File: config.mk
export PLATFORM = sky130hd
export DESIGN_NAME = cacheline_adaptor_flat
export DESIGN_NICKNAME = d
export VERILOG_FILES = /design/src/rtl/cacheline_adaptor_pkg.sv /design/src/rtl/cacheline_adaptor_if.sv /design/src/rtl/cacheline_adaptor_beat_counter.sv /design/src/rtl/cacheline_adaptor.sv /design/src/flat_wrapper.sv
export SDC_FILE = /design/constraint.sdc
export NUM_CORES = 1
export LEC_CHECK = 0
export CORE_AREA = 2 2 276 278
export CTS_CLUSTER_DIAMETER = 40
export DETAILED_ROUTE_END_ITERATION = 8
export DIE_AREA = 0 0 278 280
export SLEW_MARGIN = 20
export SYNTH_ARGS = -nofsm -noshare
export SYNTH_HDL_FRONTEND = slang
export SYNTH_HIERARCHICAL = 1
export SYNTH_SLANG_ARGS = --single-unit
File: constraint.sdc
create_clock -name clk -period 22 [get_ports clk]
set_clock_uncertainty 0.1 [all_clocks]
set_input_delay 6.6 -clock clk [delete_from_list [all_inputs] [get_ports clk]]
set_output_delay 6.6 -clock clk [all_outputs]
set_load 0.1 [all_outputs]
File: src/rtl/cacheline_adaptor_pkg.sv
// Shared cacheline constants, adaptor state type and line-alignment helper.
package cacheline_adaptor_pkg;

  localparam int LINE_W      = 256;
  localparam int BEAT_W      = 64;
  localparam int NUM_BEATS   = LINE_W / BEAT_W;
  localparam int OFFSET_BITS = 5;

  typedef enum logic [1:0] {
    ST_IDLE,
    ST_RD,
    ST_WR,
    ST_DONE
  } state_e;

  function automatic logic [31:0] line_align(input logic [31:0] addr);
    return {addr[31:OFFSET_BITS], {OFFSET_BITS{1'b0}}};
  endfunction

endpackage

File: src/rtl/cacheline_adaptor_if.sv
// Cache-side and memory-side bus of the cacheline adaptor.
// master: the environment (cache controller + memory); slave: the adaptor.
interface cacheline_adaptor_if;
  import cacheline_adaptor_pkg::*;

  logic [31:0]       address_i;
  logic              read_i;
  logic              write_i;
  logic [LINE_W-1:0] line_i;
  logic [LINE_W-1:0] line_o;
  logic              resp_o;
  logic [31:0]       address_o;
  logic              read_o;
  logic              write_o;
  logic [BEAT_W-1:0] burst_o;
  logic [BEAT_W-1:0] burst_i;
  logic              resp_i;
  logic              error_o;

  modport master (
    output address_i, read_i, write_i, line_i, burst_i, resp_i,
    input  line_o, resp_o, address_o, read_o, write_o, burst_o, error_o
  );

  modport slave (
    input  address_i, read_i, write_i, line_i, burst_i, resp_i,
    output line_o, resp_o, address_o, read_o, write_o, burst_o, error_o
  );

endinterface

File: src/rtl/cacheline_adaptor_beat_counter.sv
// Two-bit beat index with enable and synchronous clear; wraps after the last beat.
module cacheline_adaptor_beat_counter
  import cacheline_adaptor_pkg::*;
(
  input  logic       clk,
  input  logic       i_clr,
  input  logic       i_en,
  output logic [1:0] o_cnt,
  output logic       o_last
);

  logic [1:0] r_cnt;

  always_ff @(posedge clk) begin
    if (i_clr)     r_cnt <= 2'd0;
    else if (i_en) r_cnt <= r_cnt + 2'd1;
  end

  assign o_cnt  = r_cnt;
  assign o_last = (r_cnt == 2'(NUM_BEATS - 1));

endmodule

File: src/rtl/cacheline_adaptor.sv
// Converts one 256-bit line read/write into a 4 x 64-bit memory burst.
// Optional stall watchdog: define CACHELINE_ADAPTOR_TIMEOUT_EN.
module cacheline_adaptor
  import cacheline_adaptor_pkg::*;
#(
  parameter int TIMEOUT = 255
) (
  input logic                clk,
  input logic                rst,
  cacheline_adaptor_if.slave bus
);

  state_e            r_state;
  logic [31:0]       r_addr;
  logic [LINE_W-1:0] r_buf;
  logic [LINE_W-1:0] r_line;
  logic [BEAT_W-1:0] r_burst;
  logic              r_read;
  logic              r_write;
  logic              r_resp;

  logic [1:0]        w_beat;
  logic [1:0]        w_next_beat;
  logic              w_last;
  logic              w_busy;
  logic              w_accept;
  logic              w_beat_en;
  logic              w_beat_clr;
  logic              w_timeout;

  assign w_busy      = (r_state == ST_RD) || (r_state == ST_WR);
  assign w_accept    = (r_state == ST_IDLE) && (bus.read_i || bus.write_i);
  assign w_beat_en   = w_busy && bus.resp_i;
  assign w_beat_clr  = rst || w_accept || w_timeout;
  assign w_next_beat = w_beat + 2'd1;

  cacheline_adaptor_beat_counter u_beat_counter (
    .clk    (clk),
    .i_clr  (w_beat_clr),
    .i_en   (w_beat_en),
    .o_cnt  (w_beat),
    .o_last (w_last)
  );

`ifdef CACHELINE_ADAPTOR_TIMEOUT_EN
  logic [7:0] r_stall;
  logic       r_error;

  // Counts consecutive stall cycles of the current burst.
  always_ff @(posedge clk) begin
    if (rst) begin
      r_stall <= 8'd0;
      r_error <= 1'b0;
    end else begin
      if (!w_busy || bus.resp_i) r_stall <= 8'd0;
      else                       r_stall <= r_stall + 8'd1;
      if (w_timeout) r_error <= 1'b1;
    end
  end

  assign w_timeout   = w_busy && !bus.resp_i && (r_stall == 8'(TIMEOUT - 1));
  assign bus.error_o = r_error;
`else
  assign w_timeout   = 1'b0;
  // Always 0: TIMEOUT only matters when the watchdog is built in.
  assign bus.error_o = (TIMEOUT < 0);
`endif

  // Write data is captured once at acceptance; later line_i changes are ignored.
  always_ff @(posedge clk) begin
    if (w_accept && bus.write_i) r_buf <= bus.line_i;
  end

  always_ff @(posedge clk) begin
    if (rst) begin
      r_state <= ST_IDLE;
      r_addr  <= 32'd0;
      r_line  <= '0;
      r_burst <= '0;
      r_read  <= 1'b0;
      r_write <= 1'b0;
      r_resp  <= 1'b0;
    end else begin
      r_resp <= 1'b0;
      case (r_state)
        ST_IDLE: begin
          if (bus.write_i) begin
            r_state <= ST_WR;
            r_write <= 1'b1;
            r_addr  <= line_align(bus.address_i);
            r_burst <= bus.line_i[BEAT_W-1:0];
          end else if (bus.read_i) begin
            r_state <= ST_RD;
            r_read  <= 1'b1;
            r_addr  <= line_align(bus.address_i);
          end
        end
        ST_RD: begin
          if (w_timeout) begin
            r_state <= ST_DONE;
            r_read  <= 1'b0;
            r_resp  <= 1'b1;
          end else if (bus.resp_i) begin
            r_line[BEAT_W*w_beat +: BEAT_W] <= bus.burst_i;
            if (w_last) begin
              r_state <= ST_DONE;
              r_read  <= 1'b0;
              r_resp  <= 1'b1;
            end
          end
        end
        ST_WR: begin
          if (w_timeout) begin
            r_state <= ST_DONE;
            r_write <= 1'b0;
            r_resp  <= 1'b1;
          end else if (bus.resp_i) begin
            if (w_last) begin
              r_state <= ST_DONE;
              r_write <= 1'b0;
              r_resp  <= 1'b1;
            end else begin
              r_burst <= r_buf[BEAT_W*w_next_beat +: BEAT_W];
            end
          end
        end
        ST_DONE: r_state <= ST_IDLE;
        default: r_state <= ST_IDLE;
      endcase
    end
  end

  assign bus.address_o = r_addr;
  assign bus.read_o    = r_read;
  assign bus.write_o   = r_write;
  assign bus.resp_o    = r_resp;
  assign bus.line_o    = r_line;
  assign bus.burst_o   = r_burst;

endmodule

File: src/flat_wrapper.sv
// flat-port wrapper written by rule: the top's interface ports become plain ports
module cacheline_adaptor_flat import cacheline_adaptor_pkg::*;
#(
  parameter int TIMEOUT = 255
)
  (clk, rst, bus_address_i, bus_read_i, bus_write_i, bus_line_i, bus_burst_i, bus_resp_i, bus_line_o, bus_resp_o, bus_address_o, bus_read_o, bus_write_o, bus_burst_o, bus_error_o);
  cacheline_adaptor_if bus_i ();
  input logic clk;
  input logic rst;
  input wire logic [$bits(bus_i.address_i)-1:0] bus_address_i;
  input wire logic [$bits(bus_i.read_i)-1:0] bus_read_i;
  input wire logic [$bits(bus_i.write_i)-1:0] bus_write_i;
  input wire logic [$bits(bus_i.line_i)-1:0] bus_line_i;
  input wire logic [$bits(bus_i.burst_i)-1:0] bus_burst_i;
  input wire logic [$bits(bus_i.resp_i)-1:0] bus_resp_i;
  output wire logic [$bits(bus_i.line_o)-1:0] bus_line_o;
  output wire logic [$bits(bus_i.resp_o)-1:0] bus_resp_o;
  output wire logic [$bits(bus_i.address_o)-1:0] bus_address_o;
  output wire logic [$bits(bus_i.read_o)-1:0] bus_read_o;
  output wire logic [$bits(bus_i.write_o)-1:0] bus_write_o;
  output wire logic [$bits(bus_i.burst_o)-1:0] bus_burst_o;
  output wire logic [$bits(bus_i.error_o)-1:0] bus_error_o;
  assign bus_i.address_i = bus_address_i;
  assign bus_i.read_i = bus_read_i;
  assign bus_i.write_i = bus_write_i;
  assign bus_i.line_i = bus_line_i;
  assign bus_i.burst_i = bus_burst_i;
  assign bus_i.resp_i = bus_resp_i;
  assign bus_line_o = bus_i.line_o;
  assign bus_resp_o = bus_i.resp_o;
  assign bus_address_o = bus_i.address_o;
  assign bus_read_o = bus_i.read_o;
  assign bus_write_o = bus_i.write_o;
  assign bus_burst_o = bus_i.burst_o;
  assign bus_error_o = bus_i.error_o;
  cacheline_adaptor #(.TIMEOUT(TIMEOUT)) u_core (.clk(clk), .rst(rst), .bus(bus_i));
endmodule
==> insert_results.sql <==
INSERT INTO impl_metrics (metric_group, metric, value, unit) VALUES
('detailed_routing', 'post-route-drc-count', '0', ''),
('detailed_routing', 'postRouteAntennaNets', '0', ''),
('critical_path', 'worstReg2RegStart', 'u_core/r_state[0]', ''),
('detailed_routing', 'detailroute.via_count', '17300', ''),
('job', 'cap_viol_max_count', '0', ''),
('finish', 'multiInputGateArea', '0.00648', 'sq mm'),
('cts', 'cts-resized-gates', '0', ''),
('timing', 'setup_viol', '0', ''),
('floorplanning', 'number_of_standard_cell_rows_in_the_floorplan', '101', ''),
('cts', 'post_cts_buffers', '0', ''),
('critical_path', 'worstRegToRegCells', '5', ''),
('critical_path', 'critical_path_peak_fanout', '80', ''),
('finish', 'nFillCells', '6792', ''),
('synthesis', 'yosysSeqAreaShare', '67.6', '%'),
('place', 'detailed_place.area', '0.0297', 'sq mm'),
('critical_path', 'critPathRequiredTime', '22130', 'ps'),
('finish', 'final_common_cell', 'sky130_fd_sc_hd__clkdlybuf4s50_1', ''),
('detailed_routing', 'avgViaCountPerCell', '4.89', ''),
('cts', 'clk_latency', '620', 'ps'),
('cts', 'cts_tree', 'built', ''),
('critical_path', 'crit_path_start', 'bus_write_i', ''),
('finish', 'post_route_cells_drive_above_1_share', '7.89', '%'),
('detailed_routing', 'number_of_violations_reported_at_the_end_of_detailed_routing_iteration_0', '1261', ''),
('global_route', 'grt_max_degree', '229', ''),
('finish', 'finalInstanceArea', '0.0329', 'sq mm'),
('cts', 'cts_num_sinks', '610', ''),
('critical_path', 'worst_ep_arrival_time', '9710', 'ps'),
('timing', 'grt_setup_unrepaired', 'no', ''),
('global_route', 'grt_pass1_vias', '17200', ''),
('finish', 'utilization', '43.8', '%'),
('place', 'post-dp-hpwl', '48.7', 'mm'),
('synthesis', 'yosysWarningCount', '6', ''),
('cts', 'holdBufCountCts', '0', ''),
('worst_hold_path', 'number_of_instances_on_the_worst_hold_path', '2', ''),
('critical_path', 'timing.setup.critical_path_class', 'in2reg', ''),
('synthesis', 'avgSynthCellArea', '12.1', 'sq um'),
('finish', 'fin_nets', '2839', ''),
('cts', 'cts_max_path_buffers', '3', ''),
('global_route', 'grt_pass1_wl', '108', 'mm'),
('floorplanning', 'die_width', '278', 'microns'),
('timing', 'setup_total_negative_slack', '0', 'ps'),
('detailed_routing', 'drtPass1Iterations', '6', ''),
('place', 'buffer_ports.inserted', '701', ''),
('cts', 'tritoncts_buffer_count', '90', ''),
('synthesis', 'synthesis.area', '0.0219', 'sq mm'),
('cts', 'clk_pin_slew_worst_paths', '50', 'ps'),
('synthesis', 'postSynthCellCount', '1807', ''),
('timing', 'final-hold-violation-count', '0', ''),
('critical_path', 'critPathLaunchType', 'input port', ''),
('floorplanning', 'floorplan.die_area', '0.0778', 'sq mm'),
('cts', 'h_tree_levels', '3', ''),
('timing', 'layout_min_cycle_time', '9590', 'ps'),
('worst_hold_path', 'holdCritStartpoint', 'u_core/bus.address_o[19]', ''),
('cts', 'cts-root-buf', 'sky130_fd_sc_hd__clkbuf_16', ''),
('synthesis', 'yosys_register_bits', '610', ''),
('timing', 'worst_pin_slew', '1280', 'ps'),
('synthesis', 'share_of_synthesized_registers_carrying_an_async_set_or_reset', '0', '%'),
('floorplanning', 'die-height', '280', 'microns'),
('critical_path', 'crit_path_end_kind', 'flop', ''),
('detailed_routing', 'final_routed_wirelength', '73.9', 'mm'),
('finish', 'most-common-layout-cells', '696 x sky130_fd_sc_hd__clkdlybuf4s50_1, 353 x sky130_fd_sc_hd__dfxtp_1, 329 x sky130_fd_sc_hd__nor2_1, 257 x sky130_fd_sc_hd__a22oi_1, 256 x sky130_fd_sc_hd__edfxtp_1', ''),
('timing', 'post-route-period-util', '43.6', '%'),
('status', 'outcome', 'finished clean', ''),
('finish', 'layout-area-overhead-vs-synth', '50.7', '%'),
('place', 'routabilityCongestion', '0.835', ''),
('timing', 'maxSlewHeadroom', '14.8', '%'),
('finish', 'flip_flop_and_latch_area', '0.0148', 'sq mm'),
('synthesis', 'synth_top_flop_cell', 'sky130_fd_sc_hd__dfxtp_1', ''),
('timing', 'maxSlewViolCount', '0', ''),
('global_route', 'track_usage', '18.1', '%'),
('floorplanning', 'ios', '713', '');
flip-flops by register name, indices dropped and copies added, names as in the netlist:
name,cells
u_core/u_beat_counter/o_cnt,2
u_core/r_buf,256
u_core/bus.read_o,1
u_core/r_state,2
u_core/bus.address_o,27
u_core/bus.line_o,256
u_core/bus.burst_o,64
u_core/bus.resp_o,1
u_core/bus.write_o,1
cells in the mapped netlist, drive strengths merged, types with 2 or more instances:
library cell / number / area [sq um]
nand2: 58 / 218
dfxtp: 354 / 7090
nor2b: 2 / 12.5
nor4: 4 / 37.5
mux2i: 131 / 1310
ha: 10 / 125
a22oi: 257 / 1930
clkbuf: 90 / 338
and2: 2 / 12.5
inv: 7 / 26.3
nor3: 64 / 320
o21ai: 4 / 23.8
nor4b: 2 / 17.5
a21oi: 30 / 150
o22ai: 63 / 394
nand2b: 3 / 18.8
nor2: 329 / 1230
nand3: 4 / 20.0
a211oi: 64 / 480
edfxtp: 256 / 7690
buf: 64 / 349
area by class of cell:
type	count	area share (%)
timing repair buffer	722	21.8
clock buffer	99	7.06
inverter	7	0.0798
multi-input combinational	1041	19.7
clock inverter	69	2.77
sequential	610	44.9
antenna	5	0.0380
tap	978	3.72
logic make-up after synthesis:
| kind of cell | count (synthesis) | synth area share (%) |
|---|---|---|
| xor+xnor | 1 | 0.0401 |
| other cells | 1 | 0.0172 |
| fa+ha+maj | 10 | 0.572 |
| mux | 132 | 6.05 |
| simple gates | 470 | 8.72 |
| buf+inv | 161 | 3.26 |
| compound gates | 422 | 13.8 |
| flops | 610 | 67.6 |
per-stage QoR:
stage | instances | setup slack (ps) | power, mW
6_report | 3531 | 12410 | 4.33
5_1_grt | 3529 | 12240 | 4.49
4_1_cts | 3526 | 12480 | 4.38
3_5_place_dp | 3358 | 11810 | 2.86
3_3_place_gp | 3358 | 11880 | 2.84
2_1_floorplan | 1812 | 8400 | 2.48
final timing paths:
path / to / slack, ps
max: u_core/r_buf[55] / 12410
min: u_core/bus.address_o[19] / 350
max reg2reg: u_core/r_buf[55] / 18320
min reg2reg: u_core/bus.address_o[19] / 350
worst max-delay path: stages:
cell and delay [ps]:
sky130_fd_sc_hd__clkdlybuf4s50_1 620, sky130_fd_sc_hd__and2_4 600, sky130_fd_sc_hd__buf_4 800, sky130_fd_sc_hd__buf_4 920
per-layer routing:
layer | part of all wire (%) | wire length [microns] | global-route usage (%) | vias up
met4 | 3.7 | 2720 | 8.00 | 10
met2 | 50 | 36600 | 31.6 | 820
li1 | - | - | - | 8014
met3 | 9.7 | 7150 | 6.37 | 139
met5 | 0.093 | 69 | 0 | -
met1 | 37 | 27300 | 19.8 | 8271
report_power, final:
part | total [mW] | internal [mW] | switching, mW
sequential | 1.49 | 1.41 | 0.0832
combinational | 1.34 | 0.343 | 0.999
clock | 1.50 | 0.955 | 0.548
Note: power is estimated with default switching activity, not from simulation.
